## src/rtl/branch_resolver_pkg.sv

```systemverilog
// Shared predictor types: index/counter/word typedefs, the FIFO entry
// layout and the 2-bit saturating counter update used by predictor and resolver.
package branch_resolver_pkg;

   localparam int P_INDEX_WIDTH = 5;

   typedef logic [15:0]              lc3b_word;
   typedef logic [P_INDEX_WIDTH-1:0] lc3b_p_index;
   typedef logic [1:0]               lc3b_p_count;

   typedef struct packed {
      lc3b_p_index index;
      lc3b_p_count count;
      lc3b_word    target;
   } lc3b_pred_entry;

   // Saturating 2-bit counter: step toward taken (11) or not-taken (00).
   function automatic lc3b_p_count sat_update(input lc3b_p_count count, input logic taken);
      lc3b_p_count result;
      result = count;
      if (taken) begin
         if (count != 2'b11) result = count + 2'b01;
      end else begin
         if (count != 2'b00) result = count - 2'b01;
      end
      return result;
   endfunction

endpackage

```

## src/rtl/branch_resolver_fifo.sv

```systemverilog
// In-order prediction FIFO. Combinational head read; flush collapses the
// queue onto the slot just past the popped head so wrong-path entries vanish.
module pred_fifo
   import branch_resolver_pkg::*;
#(
   parameter int DEPTH = 4
) (
   input  logic                         clk,
   input  logic                         rst,
   input  logic                         push,
   input  lc3b_pred_entry               push_data,
   input  logic                         pop,
   input  logic                         flush,
   output lc3b_pred_entry               head_data,
   output logic [$clog2(DEPTH+1)-1:0]   occupancy,
   output logic                         full
);

   localparam int PTR_W = $clog2(DEPTH);
   localparam int OCC_W = $clog2(DEPTH+1);

   lc3b_pred_entry     mem_reg [DEPTH];
   logic [PTR_W-1:0]   head_reg, head_next;
   logic [PTR_W-1:0]   tail_reg, tail_next;
   logic [OCC_W-1:0]   occ_reg, occ_next;
   logic [DEPTH-1:0]   slot_we;
   logic               pop_fire, flush_fire, push_fire;

   assign full       = (occ_reg == OCC_W'(DEPTH));
   assign pop_fire   = pop && (occ_reg != '0);
   assign flush_fire = flush && pop_fire;
   // A full FIFO drops the push even when a pop frees a slot this cycle;
   // a flushing pop discards the same-cycle (wrong-path) push.
   assign push_fire  = push && !full && !flush_fire;

   assign head_data  = mem_reg[head_reg];
   assign occupancy  = occ_reg;

   // One write strobe per storage slot, selected by the tail pointer.
   generate
      for (genvar gi = 0; gi < DEPTH; gi++) begin : g_slot_we
         assign slot_we[gi] = push_fire && (tail_reg == PTR_W'(gi));
      end
   endgenerate

   // Entry storage; contents need no reset because occupancy gates validity.
   always_ff @(posedge clk) begin
      for (int i = 0; i < DEPTH; i++) begin
         if (slot_we[i]) mem_reg[i] <= push_data;
      end
   end

   // Next-state for pointers and the fill counter.
   always_comb begin
      head_next = head_reg;
      tail_next = tail_reg;
      occ_next  = occ_reg;
      if (pop_fire) head_next = head_reg + PTR_W'(1);
      if (flush_fire) begin
         tail_next = head_reg + PTR_W'(1);
         occ_next  = '0;
      end else begin
         if (push_fire) tail_next = tail_reg + PTR_W'(1);
         if (push_fire && !pop_fire) occ_next = occ_reg + OCC_W'(1);
         else if (!push_fire && pop_fire) occ_next = occ_reg - OCC_W'(1);
      end
   end

   // Pointer and occupancy registers.
   always_ff @(posedge clk) begin
      if (rst) begin
         head_reg <= '0;
         tail_reg <= '0;
         occ_reg  <= '0;
      end else begin
         head_reg <= head_next;
         tail_reg <= tail_next;
         occ_reg  <= occ_next;
      end
   end

endmodule

```

## src/rtl/branch_resolver.sv

```systemverilog
// Resolves predicted branches in order: pops the oldest prediction when
// execute reports an outcome, writes back the saturated counter and raises a
// one-cycle mispredict/redirect when the predicted next PC was wrong.
module branch_resolver
   import branch_resolver_pkg::*;
#(
   parameter int DEPTH       = 4,
   parameter int INDEX_WIDTH = 5
) (
   input  logic                         clk,
   input  logic                         rst,
   input  logic                         pred_valid,
   input  logic [INDEX_WIDTH-1:0]       pred_index,
   input  logic [1:0]                   pred_count,
   input  logic [15:0]                  pred_target,
   output logic                         pred_ready,
   input  logic                         res_valid,
   input  logic                         res_taken,
   input  logic [15:0]                  res_next_pc,
   output logic                         upd_enable,
   output logic [INDEX_WIDTH-1:0]       upd_index,
   output logic [1:0]                   upd_count,
   output logic                         mispredict,
   output logic [15:0]                  redirect_pc,
   output logic [$clog2(DEPTH+1)-1:0]   occupancy,
   output logic                         res_error
);

   lc3b_pred_entry push_entry;
   lc3b_pred_entry head_entry;
   logic           fifo_full;
   logic           pop_fire;
   logic           target_miss;

   logic           upd_enable_reg;
   lc3b_p_index    upd_index_reg;
   lc3b_p_count    upd_count_reg;
   logic           mispredict_reg;
   lc3b_word       redirect_pc_reg;
   logic           res_error_reg;

   assign push_entry = '{index:  lc3b_p_index'(pred_index),
                         count:  pred_count,
                         target: pred_target};

   pred_fifo #(.DEPTH(DEPTH)) u_fifo (
      .clk       (clk),
      .rst       (rst),
      .push      (pred_valid),
      .push_data (push_entry),
      .pop       (res_valid),
      .flush     (target_miss),
      .head_data (head_entry),
      .occupancy (occupancy),
      .full      (fifo_full)
   );

   assign pred_ready  = !fifo_full;
   assign pop_fire    = res_valid && (occupancy != '0);
   // A wrong target covers both direction and target errors.
   assign target_miss = res_valid && (head_entry.target != res_next_pc);

   // Registered write-back, redirect and sticky empty-resolve error.
   always_ff @(posedge clk) begin
      if (rst) begin
         upd_enable_reg  <= 1'b0;
         upd_index_reg   <= '0;
         upd_count_reg   <= '0;
         mispredict_reg  <= 1'b0;
         redirect_pc_reg <= '0;
         res_error_reg   <= 1'b0;
      end else begin
         upd_enable_reg <= pop_fire;
         mispredict_reg <= pop_fire && target_miss;
         if (pop_fire) begin
            upd_index_reg   <= head_entry.index;
            upd_count_reg   <= sat_update(head_entry.count, res_taken);
            redirect_pc_reg <= res_next_pc;
         end
         if (res_valid && (occupancy == '0)) res_error_reg <= 1'b1;
      end
   end

   assign upd_enable  = upd_enable_reg;
   assign upd_index   = INDEX_WIDTH'(upd_index_reg);
   assign upd_count   = upd_count_reg;
   assign mispredict  = mispredict_reg;
   assign redirect_pc = redirect_pc_reg;
   assign res_error   = res_error_reg;

endmodule

```

## config.mk

```make
export PLATFORM = sky130hd
export DESIGN_NAME = branch_resolver
export DESIGN_NICKNAME = d
export VERILOG_FILES = /design/src/rtl/branch_resolver_pkg.sv /design/src/rtl/branch_resolver_fifo.sv /design/src/rtl/branch_resolver.sv
export SDC_FILE = /design/constraint.sdc
export NUM_CORES = 1
export LEC_CHECK = 0
export CAP_MARGIN = 20
export CORE_MARGIN = 2
export CORE_UTILIZATION = 40
export CTS_CLUSTER_SIZE = 24
export DETAILED_ROUTE_END_ITERATION = 16
export PLACE_DENSITY = 0.67
export SKIP_LAST_GASP = 1
export SLEW_MARGIN = 30
export SYNTH_ARGS = -nofsm -noshare
export SYNTH_HDL_FRONTEND = slang
export SYNTH_HIERARCHICAL = 1
export SYNTH_SLANG_ARGS = --single-unit
export TNS_END_PERCENT = 50
```

## constraint.sdc

```tcl
create_clock -name clk -period 3.3 [get_ports clk]
set_input_delay 0.495 -clock clk [delete_from_list [all_inputs] [get_ports clk]]
set_output_delay 0.495 -clock clk [all_outputs]
set_load 0.01 [all_outputs]
```

Yosys cells after proc, flatten, opt, wreduce, memory -nomap -nowiden. Memories as Yosys holds them, arrays and structs flattened. A register that Yosys moved wholly into a read port is not among the register bits. Index checks and enable logic that the tools add are counted.

Output and inout port bits: 30. Memories kept: 1. Bits in writable memories: 92. Register bits: 33.

Memory list: u_fifo.mem_reg (words 4, width 23, rd ports 1, clocked after memory_dff 1, write ports 1, RTL line branch_resolver_fifo.sv:22) `lc3b_pred_entry mem_reg [DEPTH];`.

Equal/unequal tests: 6. Reductions and logical operators: 26. $add $sub $neg: 6. Multiplexer cells: 26.

Operator list (count): $mux W23 (3); $reduce_or A23 Y1 (3); $mux W2 (10); $ne A16 B16 Y1 (1); $logic_and A1 B1 Y1 (12); $mux W1 (11); $add A2 B1 Y2 const B (3); $mux W3 (2); $reduce_bool A2 Y1 (3); $eq A2 B2 Y1 const B (2); $logic_not A1 Y1 (4); $add A3 B1 Y3 const B (1); $eq A3 B3 Y1 const B (1); $logic_not A3 Y1 (1); $reduce_bool A3 Y1 (1); $sub A3 B1 Y3 const B (1); $eq A2 B1 Y1 const B (1); $logic_not A2 Y1 (1); $ne A2 B2 Y1 const B (1); $reduce_or A2 Y1 (1); $sub A2 B1 Y2 const B (1).

Longest topological paths before layout. Gate-level depths: netlist of run 1.

Depth in word-level cells: 12. Gate-level depth with buffers: 15. Gate-level depth less buffers: 13.

By module. Netlist of run 1, hierarchy kept.

Modules (own cells, without submodules): pred_fifo (instances 1, cells each 171, area an instance 3832.4 µm²); branch_resolver (instances 1, cells each 136, area an instance 1149.9 µm²).

Least setup slack after synthesis of run 1. OpenSTA, ideal clock, no wires.

Path type: reg-to-reg. Start: register (tool-made name). End: register u_fifo.occ_reg[2], in the netlist u_fifo/occupancy[2]. Arrival time: 3.492 ns. Library setup time: 0.086 ns. Slack: -0.278 ns. Stages on the path, launching flop included: 16. Cells stage by stage: dfxtp_1 -> buf_2 -> buf_4 -> mux4_2 -> xor2_1 -> nor4_1 -> nand4_1 -> and2_1 -> o211ai_1 -> and3_4 -> ha_1 -> inv_1 -> fa_1 -> xor2_1 -> or3_2 -> a211oi_1.

RTL lines: end signal, assigned (RTL line branch_resolver_fifo.sv:78) `occ_reg <= occ_next;`; end, declared (RTL line branch_resolver_fifo.sv:25) `logic [OCC_W-1:0] occ_reg, occ_next;`.

==> results of run 1 <==
[per-layer routing]
layer,vias to the layer above,track usage,wire length [microns]
li1,1356,-,-
met1,1451,0.206,4360
met2,77,0.272,5260
met3,8,0.0314,480
met4,0,0.0667,101
met5,-,0,0
[final cells by class]
cell class / count / area, sq um
Fill cell: 978 / 5370
Sequential cell: 127 / 3470
Clock buffer: 18 / 429
Clock inverter: 14 / 156
Timing Repair Buffer: 93 / 961
Multi-Input combinational cell: 159 / 1440
Inverter: 7 / 31.3
Tap cell: 168 / 210
[where the power goes]
part | internal [mW] | switching [mW] | total (mW)
Sequential | 1.98 | 0.136 | 2.11
Combinational | 0.764 | 0.708 | 1.47
Clock | 1.13 | 0.699 | 1.83
Total | 3.87 | 1.54 | 5.41
[worst min-delay path, stage by stage (launching register included)]
cell and delay, ps:
dfxtp_1 300, nand2_1 50, a21oi_1 50
[per-stage QoR]
stage,hold slack [ps],std cells
CTS,456,584
global placement,440,552
detailed placement,449,552
global route,471,586
floorplan,481,307
finish,452,586
[cells by family after synthesis]
logic type,synth area share
buffers and inverters,0.0251
flip-flops,0.695
adder cells (fa/ha/maj),0.0186
XOR/XNOR,0.0369
multiplexers,0.106
AO/OA/AOI/OAI,0.0510
AND/OR/NAND/NOR,0.0673
[synthesized netlist by cell type (2+ instances only)]
master,instances
edfxtp_1,92
nand2_1,43
dfxtp_1,35
mux4_2,23
xor2_1,20
a21oi_1,15
nor2_1,8
a21oi_2,7
and2_1,6
inv_1,6
ha_1,5
buf_6,4
nor4_1,4
buf_1,3
buf_2,3
nor3_1,3
a221oi_2,2
a31oi_1,2
buf_4,2
clkbuf_1,2
o21ai_0,2
[timing repair]
action | in CTS | in global routing
pin swaps | 0 | 4
gates cloned | 0 | 1
setup buffers | 0 | 1
resized for setup | 3 | 2
endpoints found under the setup margin | 2 | 2
[final timing paths]
| kind | from | end | slack, ps | depth (start not counted) |
|---|---|---|---|---|
| worst max-delay path | register | u_fifo/occupancy[2]$_SDFFE_PP0P_ | -150 | 14 |
| worst min-delay path | redirect_pc[0]$_SDFFE_PP0P_ | redirect_pc[0]$_SDFFE_PP0P_ | 450 | 2 |
| worst max register to register | register | u_fifo/occupancy[2]$_SDFFE_PP0P_ | -150 | 14 |
| worst min register to register | redirect_pc[0]$_SDFFE_PP0P_ | redirect_pc[0]$_SDFFE_PP0P_ | 450 | 2 |
==> metrics.md, run 1 <==
| Metric | Value |
|---|---|
| Nets@finish | `455` |
| First-pass DRT Iterations | `4` |
| Die width | `116 microns` |
| Number of global-route vias before repair | `2956` |
| Share of the synthesized area in the top cell type | `0.554` |
| Seq cells post-synth | `127` |
| Clock Pin Slew Worst Setup and Hold Paths | `60 ps` |
| RSZ-0062 raised after global routing | `yes` |
| Die Y | `116 microns` |
| Crit path required time | `3620 ps` |
| CTS sink count | `127` |
| Core area | `12100 sq um` |
| Area leader, netlist | `edfxtp_1` |
| Clk_skew | `10.9 ps` |
| Syn Nets | `357` |
| Violated checks | `negative setup slack` |
| Fraction of layout cells with a size suffix above 1 | `0.239` |
| Grt total ovfl | `0` |
| Total power | `5.41 mW` |
| Largest net degree at the start of global routing | `24` |
| Synth async-reset ratio | `0` |
| GRT Util Overall | `0.161` |
| # Max-Cap Violations | `0` |
| Port Buffers | `73` |
| DR WL/cell | `17.4 microns` |
| Worst setup EP type | `register` |
| Number of warnings issued by yosys | `6` |
| Ranking of synthesized cells by area | `edfxtp_1, dfxtp_1, mux4_2` |
| Routed Wire Length | `10200 microns` |
| First-pass GRT wire length | `15700 microns` |
| Commonest non-fill, non-tap cell in the layout | `edfxtp_1` |
| Worst vdd ir | `0.000380 V` |
| CP Data Arrival Time | `3760 ps` |
| Number of synthesized flops with an enable pin | `92` |
| # setup viols final | `1` |
| Type of the worst min-delay path | `register to register` |
| CP peak stage delay | `500 ps` |
| Layout Utilization | `0.555` |
| Cell area after placement | `6050 sq um` |
| Sequential-to-total area share from yosys stat | `0.695` |
| CP max stage cell | `mux4_2` |
| F_max | `0.290 GHz` |
| Cell repeated most along the worst path | `xor2_1` |
| Clock period minus worst slack | `3450 ps` |
| Fin. Hold Viols | `0` |
| Primary FF master, synth | `edfxtp_1` |
| Root buf cell | `clkbuf_16` |
| Buf/Inv on CP | `2` |
| CP startpoint kind | `register` |
| Lkg Pwr | `2.26 nW` |
| Die Area | `13400 sq um` |
| Final Cycle Share | `1.04` |
| Placer congestion estimate | `0.713` |
| Pwr per Cell Area | `808 nW/um^2` |
| Final worst slack | `-146 ps` |
| Crit-path max FO | `6` |
| Max clock buf depth | `2` |
| Commonest non-fill, non-tap cells in the layout | `edfxtp_1, clkdlybuf4s50_1, nand2_1` |
| Post-Syn Area | `4980 sq um` |
| Distinct cells, synth | `41` |
| Final antenna-violating net count | `0` |
| Initial Util | `0.413` |
| Setup TNS Final | `-146 ps` |
| CP Cell Sequence | `clkbuf_16 > mux4_2 > xor2_1 > nor4_2 > nand4_1 > and2_4 > o211ai_1 > and3_4 > ha_4 > inv_1 > fa_2 > xor2_1 > or3_4 > a211oi_2` |
| N_diodes | `0` |
| Std cell rows | `40` |
| CTS H-tree depth | `4` |
| Syn Area/Cell | `16.2 sq um` |
| Place WS | `-231 ps` |
| Hold_buf cts | `0` |
| Drt drc | `0` |
| Worst-margin pin slew | `740 ps` |
| Slew HR | `0.504` |
| # IOs | `74` |
| Antenna violations before repair | `0` |
| Mapped Cells | `307` |
| Final Slew Violations | `0` |
| WS Path Type | `register to register` |
| DR vias/cell | `4.94` |
| Outcome | `finished with violations` |
| DP Wirelength | `6570 microns` |
| CP top delay family | `simple AND/OR/NAND/NOR gates` |
| CTS buffer count | `17` |
| Iter 0 DRT Violations | `153` |
| Synth-to-layout area growth | `34.4%` |
| CTS tree | `yes` |
| Vias | `2892` |
| Largest register FFs | `92` |
| Worst skew pair latency | `400 ps` |
| Fin area | `6700 sq um` |
No activity file was read; power rests on OpenSTA's default activity.
==> run 2, diff against run 1 <==
--- a/config.mk
+++ b/config.mk
@@ -12,7 +12,7 @@
 export DETAILED_ROUTE_END_ITERATION = 16
 export PLACE_DENSITY = 0.67
 export SKIP_LAST_GASP = 1
-export SLEW_MARGIN = 30
+export SLEW_MARGIN = 10
 export SYNTH_ARGS = -nofsm -noshare
 export SYNTH_HDL_FRONTEND = slang
 export SYNTH_HIERARCHICAL = 1
==> results of run 2 <==
Final layout, timing and power as in run 1 (identical DEF).
